[src/rtl/bus_dispatch_ctrl.sv]
// Word dispatcher for the 1-to-N_BUS CAN demux: handshake at T -> tx_valid at T+1, ack at T+k -> done at T+k+1;
// in_ready low while a word is in flight. Define DISPATCH_RETRY_EN to re-strobe once after the first timeout.
module bus_dispatch_ctrl #(
   parameter int N_BUS  = 16,
   parameter int DATA_W = 16,
   parameter int TOUT   = 255,
   parameter int TOUT_W = 8
) (
   input  logic              i_clk,
   input  logic              i_rst,
   input  logic              i_in_valid,
   output logic              o_in_ready,
   input  logic [DATA_W-1:0] i_in_data,
   input  logic [4:0]        i_in_bus_id,
   output logic [4:0]        o_demux_sel,
   output logic [DATA_W-1:0] o_demux_data,
   output logic [N_BUS-1:0]  o_tx_valid,
   input  logic [N_BUS-1:0]  i_tx_ack,
   output logic              o_done,
   output logic              o_err_timeout,
   output logic              o_err_bad_id,
   output logic [4:0]        o_busy_id
);

`ifdef DISPATCH_RETRY_EN
   typedef enum logic [1:0] {ST_IDLE, ST_SEND, ST_BADID, ST_GAP} state_t;
`else
   typedef enum logic [1:0] {ST_IDLE, ST_SEND, ST_BADID} state_t;
`endif

   localparam logic [5:0]        LP_NBUS  = 6'(N_BUS);
   localparam logic [TOUT_W-1:0] LP_TLAST = TOUT_W'(TOUT - 1);
   localparam logic [4:0]        LP_NOSEL = 5'h1F;
   localparam logic [N_BUS-1:0]  LP_ONE   = {{(N_BUS-1){1'b0}}, 1'b1};

   state_t              r_state;
   logic [TOUT_W-1:0]   r_cnt;
   logic [4:0]          r_sel;
   logic [4:0]          r_busy;
   logic [DATA_W-1:0]   r_data;
   logic [N_BUS-1:0]    r_tx_valid;
   logic                r_done;
   logic                r_err_to;
   logic                r_err_bad;
`ifdef DISPATCH_RETRY_EN
   logic                r_retried;
`endif

   logic                w_id_ok;
   logic                w_ack;
   logic [N_BUS-1:0]    w_onehot_in;
   logic [N_BUS-1:0]    w_onehot_busy;

   assign w_id_ok       = {1'b0, i_in_bus_id} < LP_NBUS;
   assign w_onehot_in   = LP_ONE << i_in_bus_id;
   assign w_onehot_busy = LP_ONE << r_busy;
   // tx_valid is one-hot on the target, so masking with it samples only the active channel's ack
   assign w_ack         = |(i_tx_ack & r_tx_valid);

   always_ff @(posedge i_clk) begin
      if (i_rst) begin
         r_state    <= ST_IDLE;
         r_cnt      <= '0;
         r_sel      <= LP_NOSEL;
         r_busy     <= LP_NOSEL;
         r_data     <= '0;
         r_tx_valid <= '0;
         r_done     <= 1'b0;
         r_err_to   <= 1'b0;
         r_err_bad  <= 1'b0;
`ifdef DISPATCH_RETRY_EN
         r_retried  <= 1'b0;
`endif
      end else begin
         r_done    <= 1'b0;
         r_err_to  <= 1'b0;
         r_err_bad <= 1'b0;
         case (r_state)
            ST_IDLE: begin
               if (i_in_valid) begin
                  if (w_id_ok) begin
                     r_state    <= ST_SEND;
                     r_sel      <= i_in_bus_id;
                     r_busy     <= i_in_bus_id;
                     r_data     <= i_in_data;
                     r_tx_valid <= w_onehot_in;
                     r_cnt      <= '0;
`ifdef DISPATCH_RETRY_EN
                     r_retried  <= 1'b0;
`endif
                  end else begin
                     r_state   <= ST_BADID;
                     r_err_bad <= 1'b1;
                  end
               end
            end
            ST_SEND: begin
               if (w_ack) begin
                  r_done     <= 1'b1;
                  r_state    <= ST_IDLE;
                  r_tx_valid <= '0;
                  r_sel      <= LP_NOSEL;
                  r_busy     <= LP_NOSEL;
                  r_data     <= '0;
                  r_cnt      <= '0;
               end else if (r_cnt == LP_TLAST) begin
`ifdef DISPATCH_RETRY_EN
                  if (!r_retried) begin
                     r_retried  <= 1'b1;
                     r_tx_valid <= '0;
                     r_cnt      <= '0;
                     r_state    <= ST_GAP;
                  end else begin
                     r_err_to   <= 1'b1;
                     r_state    <= ST_IDLE;
                     r_tx_valid <= '0;
                     r_sel      <= LP_NOSEL;
                     r_busy     <= LP_NOSEL;
                     r_data     <= '0;
                     r_cnt      <= '0;
                  end
`else
                  r_err_to   <= 1'b1;
                  r_state    <= ST_IDLE;
                  r_tx_valid <= '0;
                  r_sel      <= LP_NOSEL;
                  r_busy     <= LP_NOSEL;
                  r_data     <= '0;
                  r_cnt      <= '0;
`endif
               end else begin
                  r_cnt <= r_cnt + TOUT_W'(1);
               end
            end
            ST_BADID: begin
               r_state <= ST_IDLE;
            end
`ifdef DISPATCH_RETRY_EN
            // one idle cycle with select/data held, then the same channel is strobed again
            ST_GAP: begin
               r_tx_valid <= w_onehot_busy;
               r_state    <= ST_SEND;
            end
`endif
            default: begin
               r_state <= ST_IDLE;
            end
         endcase
      end
   end

   assign o_in_ready    = (r_state == ST_IDLE);
   assign o_demux_sel   = r_sel;
   assign o_demux_data  = r_data;
   assign o_tx_valid    = r_tx_valid;
   assign o_done        = r_done;
   assign o_err_timeout = r_err_to;
   assign o_err_bad_id  = r_err_bad;
   assign o_busy_id     = r_busy;

endmodule

[config.mk]
export PLATFORM = sky130hd
export DESIGN_NAME = bus_dispatch_ctrl
export DESIGN_NICKNAME = d
export VERILOG_FILES = /design/src/rtl/bus_dispatch_ctrl.sv
export SDC_FILE = /design/constraint.sdc
export NUM_CORES = 1
export LEC_CHECK = 0
export CORE_ASPECT_RATIO = 1.1
export CORE_MARGIN = 2
export CORE_UTILIZATION = 47
export DETAILED_ROUTE_END_ITERATION = 8
export GPL_TIMING_DRIVEN = 1
export PLACE_DENSITY = 0.92
export SLEW_MARGIN = 20
export SYNTH_ARGS = -nofsm -noshare
export SYNTH_HDL_FRONTEND = slang
export SYNTH_SLANG_ARGS = --single-unit
[constraint.sdc]
create_clock -name i_clk -period 4 [get_ports i_clk]
set_input_delay 1 -clock i_clk [delete_from_list [all_inputs] [get_ports i_clk]]
set_output_delay 1 -clock i_clk [all_outputs]
set_load 0.05 [all_outputs]
==> results.md <==
* Status: finished clean
* Most crowded layer after global routing: met2
* Worst hold-check path type: flip-flop to flip-flop
* Hold-fix buffers, CTS at 0
* Crit Path Max Fanout at 23
* TNS Setup at 0 ns
* Post-CTS setup repair buffer count at 0
* Max-cap violations at 0
* Placer Congestion at roughly 0.8
* Data required, critical path at 4.19 ns
* Post-Syn Area per Cell at about 10 um2
* Cell chain of the critical path: clkdlybuf4s50_1 > a22o_1 > a221oi_2 > and4_1 > nand3_4 > a311o_1
* Worst setup SP type: input pin
* Cts repair resizes at 0
* H-tree levels at 2
* Final Net Count at around 330
* Critical path endpoint category: flip-flop
* Slowest CP cell: and4_1
* TritonCTS Buffers at 5
* Final period util at just under 70%
* Inserted Diodes at 0
* Die width at approximately 70 um
* Crit Path Category: input pin to flip-flop
* Final Hold Viols at 0
* Port Buffers at 85
* GRT met3 Usage at approximately 4.5%
* Filler Cell Count at between 300 and 400
* Post-synth top flop: dfxtp_1
* Detail Route Antenna Nets at 0
* Post-layout min period at 2.77 ns
* Top Ports at 86
* Worst vdd ir at 0.256 mV
* Antenna violations before repair at 0
* Pwr per Cell Area at 332 nW/um2
* Headroom to the max-slew limit at 35.2%
* Most frequent cells in the layout: clkdlybuf4s50_1, dfxtp_1, nand2_1
* Clock Skew at 0.00960 ns
* Area grow syn2layout at 41.6%
* Met1 usage at 24.7%
* Tightest Pin Transition at 0.958 ns
* Std cell rows at 26
* GRT Total Usage at a little over 20%
* Max Transition Viols Final at 0
* Drt drc at 0
* Max Clk Rate at approximately 0.36 GHz
* Mapped Nets at approximately 260
* Seq/Total Area, Yosys at between 40% and 50%
* Wire length per cell at between 15 and 20 um
* Data arrival, critical path at about 3.0 ns
* Area of the core at about 4600 um2
* RSZ-0062 raised after global routing: false
* Drt pass-1 iters at 5
* Gr ovfl total at 0
* Distinct cell type count after synthesis at 43
* Number of synthesized flops with an enable pin at 0
* Clock Latency Late Sink at ~0.3 ns
* Clock transition at path regs at around 0.090 ns
* Worst-case clock buffer depth at 2
* Most common cell after layout, fill and taps aside: clkdlybuf4s50_1
* Vias/cell at approximately 6
* Asr flop ratio synth at 0%
* Post-Synthesis Cells at roughly 210
* Yosys warnings at 0
* Mapped Area at between 2000 and 2500 um2
* Setup Viol. Count Final at 0
* Clk Tree Root Cell: clkbuf_8
* Number of global-route vias before repair at between 1500 and 2000
* Layout cells sized above 1 at ~9%
* Initial Utilization at between 40% and 50%
* Hold slack at 0.519 ns
* Hpwl dp at 4.17 mm
* CP peak stage delay at between 0.4 and 0.5 ns
* CTS tree: built
* CTS Sinks at 50
* Met2 usage at between 30% and 40%
* Die area at between 5000 and 6000 um2
* Die Y at 75.8 um
* Vias after detailed routing at a little over 2000
* Final WL at 5.73 mm
* Lkg Pwr at approximately 1.1 nW
* Largest net degree at the start of global routing at 37
* Register bit total from synthesis at 50
* First-pass GRT wire length at approximately 8.7 mm
* Iteration-0 DRC Markers at about 180
through the flow:
stage	util, %	power (mW)	setup WS [ns]	area [um2]	cells
detailed placement	66.1	0.754	0.928	3030	341
floorplan	-	0.670	1.65	2200	214
global route	68.0	1.07	1.15	3120	349
global placement	66.1	0.749	0.972	3030	341
CTS	68.0	1.04	1.24	3120	349
finish	68.0	1.04	1.23	3120	349
path summary, 6_finish.rpt:
kind / start / end / slack (ns) / cells past startpoint
max: i_tx_ack[10] / o_busy_id[3]$_SDFFE_PP1P_ / 1.23 / 6
min: r_cnt[1]$_SDFFE_PP0P_ / r_cnt[1]$_SDFFE_PP0P_ / 0.52 / 2
max reg2reg: o_tx_valid[10]$_SDFFE_PP0P_ / o_busy_id[3]$_SDFFE_PP1P_ / 2.01 / 5
min reg2reg: r_cnt[1]$_SDFFE_PP0P_ / r_cnt[1]$_SDFFE_PP0P_ / 0.52 / 2
state kept, by name (all words and copies together) (netlist names):
name and flops:
o_busy_id 5, o_demux_data 16, o_done 1, o_err_bad_id 1, o_err_timeout 1, o_tx_valid 16
r_cnt 8, r_state 2
synth_stat cells (2+ instances only):
cell,n,area [um2]
xor2_1,4,35.0
a21oi_1,20,100
nor2_1,8,30.0
nand3_1,2,10.0
dfxtp_1,50,1000
o21ai_0,3,15.0
a311o_1,4,40.0
and4b_1,2,20.0
a311oi_1,16,140
clkbuf_1,5,18.8
nand4_1,4,25.0
inv_1,4,15.0
nand2b_1,6,37.5
nand2_1,23,86.3
a22o_1,15,131
a221oi_2,4,60.1
and2_0,3,18.8
nor2b_1,2,12.5
a32o_1,4,40.0
ha_1,2,25.0
buf_6,4,45.0
buf_4,5,37.5
nor4b_1,2,17.5
buf_2,3,15.0
routing by layer:
layer / routed length [um] / part of all wire, %
met1: 2390 / 42
met2: 2970 / 52
met3: 244 / 4.3
met4: 122 / 2.1
met5: 0 / 0
where the power goes:
group	internal, mW	total (mW)	leakage, nW	switching, mW
Sequential	0.512	0.523	0.405	0.0114
Combinational	0.0898	0.220	0.628	0.131
Clock	0.123	0.294	0.0441	0.171
Total	0.725	1.04	1.08	0.313
area by class of cell:
class / count / area [um2] / area share [%]
clock buffers: 5 / 68.8 / 2.21
clock inverters: 3 / 21.3 / 0.682
inverters: 4 / 15.0 / 0.481
multi-input cells: 143 / 1070 / 34.3
flip-flops and latches: 50 / 1000 / 32.1
well taps: 56 / 70.1 / 2.25
repair buffers: 88 / 873 / 28.0
critical path, delay by kind of cell:
| family | cells | cell delay [ns] |
|---|---|---|
| buffers and inverters | 1 | 0.40 |
| AND/OR/NAND/NOR | 2 | 0.73 |
| AO/OA/AOI/OAI | 3 | 0.83 |
cell families after synthesis:
family,count (synthesis),share of synthesized area [%]
AOI/OAI and AO/OA,71,26.9
and+or+nand+nor,66,19.0
DFF,50,45.4
buffers and inverters,21,5.96
xor gates and xnor gates,4,1.59
adders and majority gates,2,1.14
No activity file was read; power rests on OpenSTA's default activity.
